## config.mk

```make
export PLATFORM = sky130hd
export DESIGN_NAME = msrh_credit_return_master
export DESIGN_NICKNAME = d
export VERILOG_FILES = /design/src/rtl/msrh_credit_return_master.sv
export SDC_FILE = /design/constraint.sdc
export NUM_CORES = 1
export LEC_CHECK = 0
export ABC_AREA = 1
export BUFFER_PORTS_ARGS = -buffer_cell sky130_fd_sc_hd__buf_2
export CORE_UTILIZATION = 52
export DETAILED_ROUTE_END_ITERATION = 12
export HOLD_SLACK_MARGIN = 0.08
export PLACE_DENSITY = 0.81
export SLEW_MARGIN = 0
export SYNTH_ARGS = -nofsm -noshare
export SYNTH_HDL_FRONTEND = slang
export SYNTH_SLANG_ARGS = --single-unit
```

## constraint.sdc

```tcl
create_clock -name i_clk -period 3.79 [get_ports i_clk]
set_input_delay 0.5685 -clock i_clk [delete_from_list [all_inputs] [get_ports i_clk]]
set_output_delay 0.5685 -clock i_clk [all_outputs]
set_load 0.01 [all_outputs]
```

## src/rtl/msrh_credit_return_master.sv

```systemverilog
// Dispatch-side credit counter for one LSU queue: grants/stalls dispatch groups, absorbs returns, drains on flush.
// Optional MSRH_CREDIT_RET_BYPASS_EN: credits returned this cycle are grantable in the same cycle.
module msrh_credit_return_master #(
    parameter int unsigned MAX_CREDITS = 16,
    parameter int unsigned MAX_REQ     = 4,
    localparam int unsigned CW         = $clog2(MAX_CREDITS) + 1
) (
    input  logic          i_clk,
    input  logic          i_reset_n,
    input  logic          i_get_credit,
    input  logic [CW-1:0] i_credit_val,
    output logic          o_no_credits,
    output logic [CW-1:0] o_credits,
    input  logic          i_return,
    input  logic [CW-1:0] i_return_val,
    input  logic          i_flush,
    output logic          o_drained,
    output logic          o_err
);

    typedef enum logic {
        ST_RUN   = 1'b0,
        ST_DRAIN = 1'b1
    } state_e;

    localparam logic [CW:0]   MAX_W     = (CW + 1)'(MAX_CREDITS);
    localparam logic [CW:0]   MAX_REQ_W = (CW + 1)'(MAX_REQ);
    localparam logic [CW-1:0] MAX_C     = CW'(MAX_CREDITS);

    state_e        state_q, state_d;
    logic [CW-1:0] credits_q, credits_d;
    logic          err_q, err_d;

    logic [CW:0]   ret_w;
    logic [CW:0]   sum_ret;
    logic [CW:0]   avail;
    logic [CW:0]   req_w;
    logic [CW:0]   consume;
    logic [CW:0]   raw_next;
    logic          bad_req;
    logic          grant;
    logic          overflow;

    // One extra bit of headroom so an over-return is detectable before clamping.
    always_comb begin
        ret_w   = i_return ? {1'b0, i_return_val} : '0;
        sum_ret = {1'b0, credits_q} + ret_w;
`ifdef MSRH_CREDIT_RET_BYPASS_EN
        avail   = (sum_ret > MAX_W) ? MAX_W : sum_ret;
`else
        avail   = {1'b0, credits_q};
`endif
        req_w   = {1'b0, i_credit_val};
        bad_req = i_get_credit & (req_w > MAX_REQ_W);
        grant   = i_get_credit & (state_q == ST_RUN) & ~i_flush & ~bad_req & (req_w <= avail);
        consume = grant ? req_w : '0;
        // consume <= avail <= sum_ret, so this never wraps
        raw_next = sum_ret - consume;
        overflow = (raw_next > MAX_W);
        credits_d = overflow ? MAX_C : raw_next[CW-1:0];
        err_d     = err_q | overflow | bad_req;
    end

    always_comb begin
        state_d = state_q;
        if (i_flush || (state_q == ST_DRAIN)) begin
            state_d = (credits_d == MAX_C) ? ST_RUN : ST_DRAIN;
        end
    end

    always_ff @(posedge i_clk or negedge i_reset_n) begin
        if (!i_reset_n) begin
            state_q   <= ST_RUN;
            credits_q <= MAX_C;
            err_q     <= 1'b0;
        end else begin
            state_q   <= state_d;
            credits_q <= credits_d;
            err_q     <= err_d;
        end
    end

    assign o_no_credits = i_get_credit & ~grant;
    assign o_credits    = credits_q;
    assign o_drained    = (credits_q == MAX_C);
    assign o_err        = err_q;

endmodule

```

==> impl_metrics.xml <==
<?xml version="1.0" encoding="UTF-8"?>
<metrics>
  <group name="status">
    <metric name="run_status" unit="">completed</metric>
  </group>
  <group name="logic_synthesis">
    <metric name="synthFlopType" unit="">dfrtp_1</metric>
    <metric name="synth_commonest_cells" unit="">inv_1 (22), nand2_1 (19), ha_1 (11), nor2_1 (9), nand3_1 (8)</metric>
    <metric name="yosys.cell_types.count" unit="">21</metric>
    <metric name="synth-async-reset-ratio" unit="">1.00</metric>
    <metric name="yosys-top-cells-area" unit="">dfrtp_1 (17%), ha_1 (16%), fa_1 (11%), inv_1 (9.3%), nand2_1 (8.0%)</metric>
    <metric name="synth_area_per_cell" unit="um2">7.71</metric>
    <metric name="synth.top_cell.area_share" unit="">0.169</metric>
    <metric name="synth_seq_cells" unit="">7</metric>
    <metric name="synth-edff-count" unit="">0</metric>
    <metric name="synthesis.instances" unit="">115</metric>
    <metric name="synth.yosys.warnings" unit="">0</metric>
    <metric name="yosys.cell_count.top_type" unit="">inv_1</metric>
    <metric name="synth.cell_area" unit="um2">887</metric>
    <metric name="postSynthNetCount" unit="">146</metric>
    <metric name="synth_area_leader_cell" unit="">dfrtp_1</metric>
    <metric name="ys_seq_area_frac" unit="">0.199</metric>
  </group>
  <group name="place">
    <metric name="numPortBuffers" unit="">22</metric>
    <metric name="place.detailed.instances" unit="">153</metric>
    <metric name="place.gp.congestion" unit="">0.803</metric>
    <metric name="place.detailed.hpwl" unit="um">1590</metric>
  </group>
  <group name="final_layout">
    <metric name="post_route_cells_drive_above_1_share" unit="">0.340</metric>
    <metric name="design.final.nets" unit="">173</metric>
    <metric name="finalCoreUtilization" unit="">0.678</metric>
    <metric name="layoutNonFillerInstCount" unit="">157</metric>
    <metric name="antennaDiodeCount" unit="">0</metric>
    <metric name="layout_area_growth_over_synthesis" unit="%">17.8</metric>
  </group>
  <group name="clocking">
    <metric name="post_cts_resized" unit="">0</metric>
    <metric name="cts.htree.levels" unit="">1</metric>
    <metric name="total_clock_buffers_created_by_cts" unit="">3</metric>
    <metric name="cts_max_path_buffers" unit="">2</metric>
    <metric name="cts_num_sinks" unit="">7</metric>
    <metric name="postCtsHoldBufs" unit="">0</metric>
    <metric name="cts_tree" unit="">built</metric>
    <metric name="post-cts-setup-buffer-count" unit="">0</metric>
    <metric name="cts.reportedPaths.clkPinSlew" unit="ns">0.06</metric>
    <metric name="clk-insertion-delay-late" unit="ns">0.26</metric>
    <metric name="clockRootBuffer" unit="">clkbuf_4</metric>
  </group>
  <group name="routing">
    <metric name="dr_total_vias" unit="">801</metric>
    <metric name="drt-vias-per-instance" unit="">5.10</metric>
    <metric name="drt-total-wl" unit="um">1760</metric>
    <metric name="wl_per_cell" unit="um">11.2</metric>
    <metric name="drt-initial-drc-count" unit="">12</metric>
    <metric name="routed_antenna_nets" unit="">0</metric>
    <metric name="detail_route.drc_violations" unit="">0</metric>
    <metric name="dr_pass1_iterations" unit="">4</metric>
  </group>
  <group name="global_routing">
    <metric name="grt_pass1_wl" unit="um">3310</metric>
    <metric name="globalRouteOverflowTotal" unit="">0</metric>
    <metric name="grt_max_degree" unit="">8</metric>
    <metric name="vias_in_the_first_global_route" unit="">804</metric>
    <metric name="groute.layer.met3.usage" unit="">0.0383</metric>
    <metric name="globalRouteTotalUtil" unit="">0.242</metric>
    <metric name="grt_use_met1" unit="">0.282</metric>
    <metric name="use_met2" unit="">0.451</metric>
    <metric name="number_of_antenna_violations_at_the_first_check_in_global_routing" unit="">0</metric>
    <metric name="globalRoute.busiestLayer" unit="">met2</metric>
  </group>
  <group name="sta">
    <metric name="min_period_over_period" unit="">0.903</metric>
    <metric name="final_max_slew_viol_count" unit="">0</metric>
    <metric name="fin_skew" unit="ns">0.00380</metric>
    <metric name="max_freq" unit="MHz">292</metric>
    <metric name="finalHoldViolCount" unit="">0</metric>
    <metric name="rsz0062_at_grt" unit="">no</metric>
    <metric name="fin_crit" unit="ns">3.42</metric>
    <metric name="setup_viol" unit="">0</metric>
    <metric name="total_negative_setup_slack" unit="ns">0</metric>
  </group>
  <group name="floorplan">
    <metric name="dieWidth" unit="um">43.3</metric>
    <metric name="rows" unit="">14</metric>
    <metric name="coreArea" unit="um2">1540</metric>
    <metric name="die-area" unit="um2">1880</metric>
    <metric name="starting_density" unit="">0.575</metric>
    <metric name="die_h" unit="um">43.3</metric>
    <metric name="num_io_pins" unit="">23</metric>
  </group>
  <group name="power_and_ir_drop">
    <metric name="worst_ir_drop_vdd" unit="uV">396</metric>
    <metric name="leakagePower" unit="uW">0.000616</metric>
    <metric name="power_density" unit="nW/um2">677</metric>
    <metric name="total_power_consumption_of_the_routed_design" unit="uW">707</metric>
  </group>
  <group name="worst_setup_path">
    <metric name="critical_path_peak_fanout" unit="">4</metric>
    <metric name="setup.worst_path.class" unit="">flop to flop</metric>
    <metric name="r2r_start" unit="">o_credits[4]</metric>
    <metric name="critical_path.endpoint_type" unit="">flop</metric>
    <metric name="cp.arrival" unit="ns">3.62</metric>
    <metric name="critPathRequiredTime" unit="ns">3.99</metric>
    <metric name="terminus_of_the_critical_flop_to_flop_path" unit="">o_credits[1]</metric>
    <metric name="timing.reg2reg.worst_path_depth" unit="">17</metric>
    <metric name="timing.critical_path.from_type" unit="">flop</metric>
    <metric name="ff2ff_setup_slack" unit="ns">0.37</metric>
  </group>
  <group name="flow_run">
    <metric name="drv_cap" unit="">0</metric>
  </group>
  <group name="hold_path">
    <metric name="min-delay-path-class" unit="">input pin to asynchronous set/reset pin</metric>
  </group>
</metrics>
## where the power goes
group	internal (uW)	switching, uW
Combinational	214	299
Sequential	102	21.2
Clock	38.9	33.1
## cells in the final DEF (no fill, tap or decap), drive strengths merged, types with 2 or more instances in the layout
| cell | Yosys | final |
|---|---|---|
| conb | 2 | 2 |
| nor3 | 2 | 2 |
| ha | 11 | 11 |
| nand3b | 3 | 3 |
| nand3 | 9 | 9 |
| a21oi | 6 | 6 |
| nor2 | 13 | 13 |
| inv | 25 | 25 |
| fa | 5 | 5 |
| nand4 | 2 | 2 |
| clkbuf | 0 | 3 |
| buf | 0 | 22 |
| o21ai | 2 | 2 |
| dfrtp | 6 | 6 |
| nand2 | 27 | 27 |
## kinds of logic (layout without fill, tap and decap cells)
group | after synthesis | after routing | synth area share
AOI/OAI and AO/OA | 8 | 8 | 0.0536
buffers and inverters | 25 | 51 | 0.106
other | 2 | 2 | 0.00847
DFF | 7 | 7 | 0.199
and+or+nand+nor | 57 | 57 | 0.365
adders and majority gates | 16 | 16 | 0.268
## layout make-up
cell class	count	area [um2]
Clock buffer	3	22.5
Clock inverter	1	5.00
Fill cell	135	497
Inverter	25	93.8
Multi-Input combinational cell	83	617
Sequential cell	7	176
Tap cell	16	20.0
Timing Repair Buffer	22	110
## sequential cells by signal (all words and copies together) (netlist names)
register	flops
o_err	1
state_q	1
o_credits	5
## critical path: stages (launching register included)
cell and delay (ns):
dfstp_2 0.58, inv_1 0.06, ha_1 0.28, nand2_1 0.11, inv_1 0.07, o21ai_1 0.08, nand2_1 0.08, o21ai_1 0.23
nand2_1 0.11, nor2_1 0.14, fa_1 0.48, fa_1 0.59, nand2_1 0.08, nor2_2 0.11, nand3_1 0.11, nand2_2 0.08
nand3_2 0.08, nor2_1 0.09
## how the worst max path moves through the flow
stage	from	to	slack [ns]	cells past startpoint
finish	o_credits[4]	o_credits[1]	0.37	17
global route	o_credits[4]	o_credits[0]	0.09	17
floorplan	o_credits[4]	o_credits[1]	0.73	17
CTS	o_credits[4]	o_credits[1]	0.39	17
global placement	i_credit_val[2]	o_credits[1]	0.47	17
detailed placement	i_credit_val[4]	o_credits[1]	0.34	17
## through the flow
stage,hold WS [ns],cell area [um2],setup WS (ns)
floorplan,0.273,887,0.727
global placement,0.399,1020,0.466
detailed placement,0.404,1020,0.342
CTS,0.125,1040,0.385
global route,0.120,1040,0.0916
finish,0.120,1040,0.369
## layer usage
layer  share of wire  vias up
met5               0        -
met4           0.011        0
met3           0.066        3
met2            0.54       34
met1            0.38      354
li1                -      410
Note: power is estimated with default switching activity, not from simulation.
